==> src/rtl/dir_input_scheduler.sv <==
// Direction input scheduler for a snake-style game.
// Edge-detects four direction buttons, filters illegal turns and queues up to two
// pending directions. Each game tick applies the oldest pending direction.
// Optional feature: define DIR_PAUSE_EN to add a btn_pause input and a paused
// output. In PAUSED, ticks are ignored and direction presses are still queued.
module dir_input_scheduler #(
    parameter logic [1:0] INIT_DIR = 2'b11
) (
    input  logic       clk,
    input  logic       rst,
    input  logic       btn_up,
    input  logic       btn_down,
    input  logic       btn_left,
    input  logic       btn_right,
    input  logic       tick,
`ifdef DIR_PAUSE_EN
    input  logic       btn_pause,
    output logic       paused,
`endif
    output logic [1:0] dir_out,
    output logic       dir_valid,
    output logic [1:0] q_count,
    output logic       drop
);

    // Direction encoding: 00 up, 01 down, 10 left, 11 right.
    localparam logic [1:0] DirUp    = 2'b00;
    localparam logic [1:0] DirDown  = 2'b01;
    localparam logic [1:0] DirLeft  = 2'b10;
    localparam logic [1:0] DirRight = 2'b11;

    // Button vector order: [3] up, [2] down, [1] left, [0] right.
    logic [3:0] levels;
    logic [3:0] prev_q;
    logic [3:0] press;

    // Two-entry FIFO: q0 is the head, q1 is only meaningful when two are pending.
    logic [1:0] q0_q, q0_d;
    logic [1:0] q1_q, q1_d;
    logic [1:0] cnt_q, cnt_d;
    logic [1:0] dir_q;
    logic       valid_q;
    logic       drop_q;

    logic       win_valid;
    logic [1:0] win_dir;
    logic [1:0] ref_dir;
    logic       reject;
    logic       tick_eff;
    logic       pop;
    logic       push;

    assign levels = {btn_up, btn_down, btn_left, btn_right};
    assign press  = levels & ~prev_q;

`ifdef DIR_PAUSE_EN
    localparam logic [0:0] StRun    = 1'b0;
    localparam logic [0:0] StPaused = 1'b1;

    logic [0:0] state_q, state_d;
    logic       pause_prev_q;
    logic       pause_press;

    assign pause_press = btn_pause & ~pause_prev_q;

    // A pause edge takes effect before the same-cycle tick is considered.
    always_comb begin
        state_d = state_q;
        if (pause_press) begin
            state_d = (state_q == StRun) ? StPaused : StRun;
        end
    end

    assign tick_eff = tick & (state_d == StRun);
    assign paused   = (state_q == StPaused);

    // Pause state machine and its edge-detector history.
    always_ff @(posedge clk) begin
        if (rst) begin
            state_q      <= StRun;
            pause_prev_q <= 1'b1;
        end else begin
            state_q      <= state_d;
            pause_prev_q <= btn_pause;
        end
    end
`else
    assign tick_eff = tick;
`endif

    // Fixed-priority winner among simultaneous presses: up > down > left > right.
    always_comb begin
        win_valid = |press;
        win_dir   = DirRight;
        if (press[3]) begin
            win_dir = DirUp;
        end else if (press[2]) begin
            win_dir = DirDown;
        end else if (press[1]) begin
            win_dir = DirLeft;
        end
    end

    // Turns are judged against the newest queued direction, before any pop.
    always_comb begin
        ref_dir = dir_q;
        if (cnt_q == 2'd2) begin
            ref_dir = q1_q;
        end else if (cnt_q == 2'd1) begin
            ref_dir = q0_q;
        end
    end

    // Opposites share bit[1] and differ in bit[0].
    assign reject = (win_dir == ref_dir)
                 || ((win_dir[1] == ref_dir[1]) && (win_dir[0] != ref_dir[0]))
                 || ((cnt_q == 2'd2) && !tick_eff);

    assign pop  = tick_eff && (cnt_q != 2'd0);
    assign push = win_valid && !reject;

    // FIFO next state: pop first, then append behind whatever remains.
    always_comb begin
        q0_d  = q0_q;
        q1_d  = q1_q;
        cnt_d = cnt_q;
        if (pop) begin
            q0_d  = q1_q;
            cnt_d = cnt_q - 2'd1;
        end
        if (push) begin
            if (cnt_d == 2'd0) begin
                q0_d = win_dir;
            end else begin
                q1_d = win_dir;
            end
            cnt_d = cnt_d + 2'd1;
        end
    end

    // Registered state: button history, FIFO, applied direction and pulses.
    always_ff @(posedge clk) begin
        if (rst) begin
            prev_q  <= 4'b1111;
            q0_q    <= 2'b00;
            q1_q    <= 2'b00;
            cnt_q   <= 2'd0;
            dir_q   <= INIT_DIR;
            valid_q <= 1'b0;
            drop_q  <= 1'b0;
        end else begin
            prev_q  <= levels;
            q0_q    <= q0_d;
            q1_q    <= q1_d;
            cnt_q   <= cnt_d;
            valid_q <= pop;
            drop_q  <= win_valid && reject;
            if (pop) begin
                dir_q <= q0_q;
            end
        end
    end

    assign dir_out   = dir_q;
    assign dir_valid = valid_q;
    assign q_count   = cnt_q;
    assign drop      = drop_q;

endmodule

==> config.mk <==
export PLATFORM = sky130hd
export DESIGN_NAME = dir_input_scheduler
export DESIGN_NICKNAME = d
export VERILOG_FILES = /design/src/rtl/dir_input_scheduler.sv
export SDC_FILE = /design/constraint.sdc
export NUM_CORES = 1
export LEC_CHECK = 0
export ABC_AREA = 1
export CAP_MARGIN = 30
export CELL_PAD_IN_SITES_DETAIL_PLACEMENT = 1
export CELL_PAD_IN_SITES_GLOBAL_PLACEMENT = 1
export CORE_UTILIZATION = 39
export CTS_BUF_LIST = sky130_fd_sc_hd__clkbuf_8
export CTS_CLUSTER_SIZE = 12
export DETAILED_ROUTE_END_ITERATION = 12
export HOLD_SLACK_MARGIN = 0.02
export PLACE_DENSITY_LB_ADDON = 0.1
export SYNTH_ARGS = -nofsm -noshare
export SYNTH_HDL_FRONTEND = slang
export SYNTH_SLANG_ARGS = --single-unit
==> constraint.sdc <==
create_clock -name clk -period 2.25 [get_ports clk]
set_input_delay 0.225 -clock clk [delete_from_list [all_inputs] [get_ports clk]]
set_output_delay 0.225 -clock clk [all_outputs]
set_load 0.02 [all_outputs]
Word level (Yosys, flattened, before mapping)

Index checks and enable logic that the tools add are counted.

Output and inout bits: 6
Input port bits: 7
Logic and storage cells: 40
Bits in registers: 14

Mux-type cells: 10
Bitwise logic cells: 3
Reduce and logical (&&, ||, !) cells: 13
Equal/unequal tests: 5
Add/sub/neg operators: 2

Operators by type and width:

| cell                  | number |
|---|---|
| $mux W2               | 9 |
| $logic_and A1 B1 Y1   | 5 |
| $and A4 B4 Y4         | 1 |
| $not A4 Y4            | 1 |
| $reduce_or A4 Y1      | 1 |
| $add A2 B1 Y2 const B | 1 |
| $eq A2 B1 Y1 const B  | 1 |
| $eq A2 B2 Y1          | 1 |
| $eq A2 B2 Y1 const B  | 1 |
| $logic_not A1 Y1      | 2 |
| $logic_not A2 Y1      | 1 |
| $logic_or A1 B1 Y1    | 2 |
| $reduce_and A2 Y1     | 1 |
| $reduce_bool A2 Y1    | 1 |
| $sub A2 B1 Y2 const B | 1 |
| $eq A1 B1 Y1          | 1 |
| $mux W1               | 1 |
| $ne A1 B1 Y1          | 1 |
| $not A1 Y1            | 1 |

Logic depth before layout (Yosys ltp)

Depth in word-level cells: 12
Mapped depth: 13
Mapped depth without buffers: 13

Least setup slack after synthesis

No wires, ideal clock.

Path kind: register -> register
From: register cnt_q[0] (netlist: q_count[0])
To: register q1_q[1]
Clock period less this slack: 1.790 ns
Data required time: 2.140 ns
Cell stages (with the launch flop): 14
Setup time: 0.110 ns
Path buffers: 0
Path slack: 0.460 ns
Arrival: 1.680 ns
Cells stage by stage: dfxtp_1 inv_1 ha_1 inv_1 nand2_2 inv_1 nand2_1 o21ai_0 ha_1 inv_1 nand4_2 nand2_1 nand2_1 nor2_2

Cells in the longest elaborated chain, start to end: 10

RTL lines:

| what                                                | line | text |
|---|---|---|
| start, declared                                     | 40   | `logic [1:0] cnt_q, cnt_d;` |
| start signal, assigned                              | 155  | `cnt_q <= cnt_d;` |
| $eq A2 B1 Y1                                        | 109  | `end else if (cnt_q == 2'd1) begin` |
| $mux W2                                             | 109  |  |
| $mux W2                                             | 107  | `if (cnt_q == 2'd2) begin` |
| $eq A1 B1 Y1 / $ne A1 B1 Y1 (equally long branches) | 116  | `\|\| ((win_dir[1] == ref_dir[1]) && (win_dir[0] != ref_dir[0]))` |
| $logic_and A1 B1 Y1                                 | 116  |  |
| $logic_or A1 B1 Y1                                  | 116  |  |
| $logic_or A1 B1 Y1                                  | 117  | `\|\| ((cnt_q == 2'd2) && !tick_eff);` |
| $logic_not A1 Y1                                    | 120  | `assign push = win_valid && !reject;` |
| $logic_and A1 B1 Y1                                 | 120  |  |
| $reduce_and A2 Y1 (no line) (*)                     | n/a  |  |
| end signal, assigned                                | 154  | `q1_q <= q1_d;` |
| end, declared                                       | 39   | `logic [1:0] q1_q, q1_d;` |

Mark *: on every way between the ends. The rest lies on a longest branch, timed or not.
A chain may end at the register's enable or synchronous reset.

Worst setup path after layout

From: register cnt_q[1] (netlist: q_count[1])
To: register q1_q[0]

The elaborated chain is that of the path after synthesis.

==> results.py <==
metrics = {
    "routing": {
        "drtIter0Drc": 15,
        "drc_errors": 0,
        "wire_per_inst_um": 12.0,
        "via_per_inst": 4.80,
        "firstDrtPassIters": 3,
        "drt_wl_total_um": 1790,
        "vias": 715,
        "ant_nets": 0,
    },
    "yosys": {
        "synth-seq-cells": 14,
        "syn_nets": 119,
        "synth-xor-area-share_pct": 1.10,
        "synth_edf_count": 0,
        "synth-main-ff-cell": "dfxtp_1",
        "async_reset_ff_share_pct": 0,
        "synth-adder-area-share_pct": 6.30,
        "ys_seq_area_share_pct": 35.3,
        "synth_simple_gate_area_share_pct": 41.1,
        "synthMuxAreaShare_pct": 0,
        "ys.warnings.count": 0,
        "synth_top_family_by_area": "simple AND/OR/NAND/NOR gates",
        "syn_area_per_cell_sq_um": 7.36,
        "syn_inst": 108,
        "synthDistinctLibCells": 23,
        "netlist_area_sq_um": 795,
        "synth-compound-area-share_pct": 6.30,
    },
    "clock_tree": {
        "clk_pin_slew_ns": 0.06,
        "cts_buffer_depth": 2,
        "htree_levels": 1,
        "cts_tree": "done",
        "cts-hold-fix-buffers": 0,
        "clk_latency_ns": 0.25,
        "ctsRootBufferMaster": "clkbuf_8",
        "postCtsSetupBuffers": 0,
        "cts_buffers": 3,
        "postCtsResizedCells": 0,
        "clkSinkCount": 14,
    },
    "critical_path": {
        "r2r_cells": 13,
        "max_stage_delay_ns": 0.40,
        "worstPathRequired_ns": 2.40,
        "cp_common_cell": "inv_1",
        "arrival_ns": 2.07,
        "cp_top_family": "simple AND/OR/NAND/NOR gates",
        "worstSetupStartpointType": "flip-flop",
        "path_depth": 13,
        "worstPathCellList": "inv_1 > ha_1 > inv_1 > nand2_2 > inv_1 > nand2_1 > o21ai_0 > ha_1 > inv_1 > nand4_2 > nand2_1 > nand2_1 > nor2_1",
        "end_kind": "flip-flop",
        "cp_max_fo": 10,
        "path_class": "flip-flop to flip-flop",
        "crit_slowest_cell": "dfxtp_1",
        "cp.buffers_inverters": 4,
    },
    "floorplanning": {
        "rows": 15,
        "die_y_um": 47.1,
        "core_area_sq_mm": 0.00182,
        "dieArea_sq_mm": 0.00222,
        "ios": 13,
        "die_x_um": 47.1,
        "initial_core_util_pct": 43.6,
    },
    "layout": {
        "drive_gt1_share_pct": 22.6,
        "diodes": 0,
        "mostFrequentLayoutCell": "nand2_1",
        "layout_common_cells": "nand2_1 (31), inv_1 (15), dfxtp_1 (14)",
        "final_nets": 136,
        "syn_to_final_growth_pct": 26.0,
        "fin_util_pct": 55.0,
    },
    "global_route": {
        "grt_pass1_wl_um": 3070,
        "antenna_found_initial": 0,
        "grt_pass1_vias": 733,
        "grt_overflow": 0,
        "grt_use_total_pct": 20.4,
        "grt_start_max_net_pins": 11,
    },
    "timing": {
        "rsz0062_at_grt": "false",
        "slew-limit-headroom_pct": 81.2,
        "tns_ns": 0,
        "worst_pin_slew_ns": 0.280,
        "fin_skew_ns": 0.00202,
        "hold_ws_ns": 0.489,
        "hold_viol": 0,
        "period_share_pct": 85.6,
        "min_period_ns": 1.93,
        "timing.fmax_mhz": 519,
        "setup_viol": 0,
        "slew_viol_final": 0,
    },
    "place": {
        "routabilityCongestion": 0.755,
        "port_buffers": 12,
        "hpwl_um": 1300,
    },
    "run_status": {
        "status": "finished clean",
    },
    "run": {
        "max_cap_violations": 0,
    },
    "worst_hold_path": {
        "hold_depth": 2,
        "hold_path.class": "flip-flop to flip-flop",
    },
    "power": {
        "p_per_area_mw_per_mm2": 1240,
        "p_leak_nw": 0.494,
        "power.total_w": 0.00124,
        "peakVddDrop_mv": 0.594,
    },
}
[tightest hold or removal path, delay by kind of cell, from the launching register on]
family        cells  cell delay, ns
simple gates      2            0.12
flops             1            0.33
[synthesized netlist by cell type (2+ instances only)]
library cell	instances	area (sq um)
a21oi_2	2	17.5
dfxtp_1	14	280
ha_1	4	50.1
inv_1	15	56.3
inv_2	5	18.8
nand2_1	31	116
nand2_2	3	18.8
nand2_4	2	22.5
nand3_1	3	15.0
nand3_2	2	20.0
nand3_4	2	35.0
nand4_1	2	12.5
nor2_1	7	26.3
nor2_2	2	12.5
o21ai_0	4	20.0
or2_2	3	18.8
[stage by stage]
step	area, sq um	std cells	setup slack (ns)
2_1_floorplan	795	108	0.460
6_report	1000	149	0.324
3_5_place_dp	946	145	0.305
3_3_place_gp	946	145	0.404
5_1_grt	1000	149	0.102
4_1_cts	1000	149	0.311
[where the power goes]
group	switching, W	leakage [nW]	internal, W
clock	0.000100	0.0288	0.000155
combinational	0.000396	0.350	0.000245
sequential	0.0000413	0.116	0.000307
[layout make-up]
class / count / area [sq um]
multi-input combinational: 73 / 435
tap: 25 / 31.3
fill: 258 / 820
sequential: 14 / 280
inverter: 21 / 78.8
timing repair buffer: 12 / 120
clock buffer: 4 / 55.1
[cells by family after synthesis]
kind of cell | after synthesis
simple gates | 60
buf+inv | 21
flops | 14
compound gates | 8
fa+ha+maj | 4
xor+xnor | 1
[state kept, by name, summed over array words and instances, names as in the netlist]
register,cells
dir_out,2
q1_q,2
q0_q,2
prev_q,4
q_count,2
drop,1
dir_valid,1
[per-layer routing]
layer | wire, um | GRT usage [%]
met5 | 0 | 0
met3 | 45 | 4.62
met2 | 876 | 36.1
met1 | 830 | 23.6
met4 | 38 | 8.57
[path summary, 6_finish.rpt]
kind                                  from         end  slack (ns)
worst min-delay path            dir_out[0]  dir_out[0]        0.49
worst max register to register  q_count[1]     q1_q[0]        0.32
worst min register to register  dir_out[0]  dir_out[0]        0.49
worst max-delay path            q_count[1]     q1_q[0]        0.32
Power figures use the tool's default switching activity.
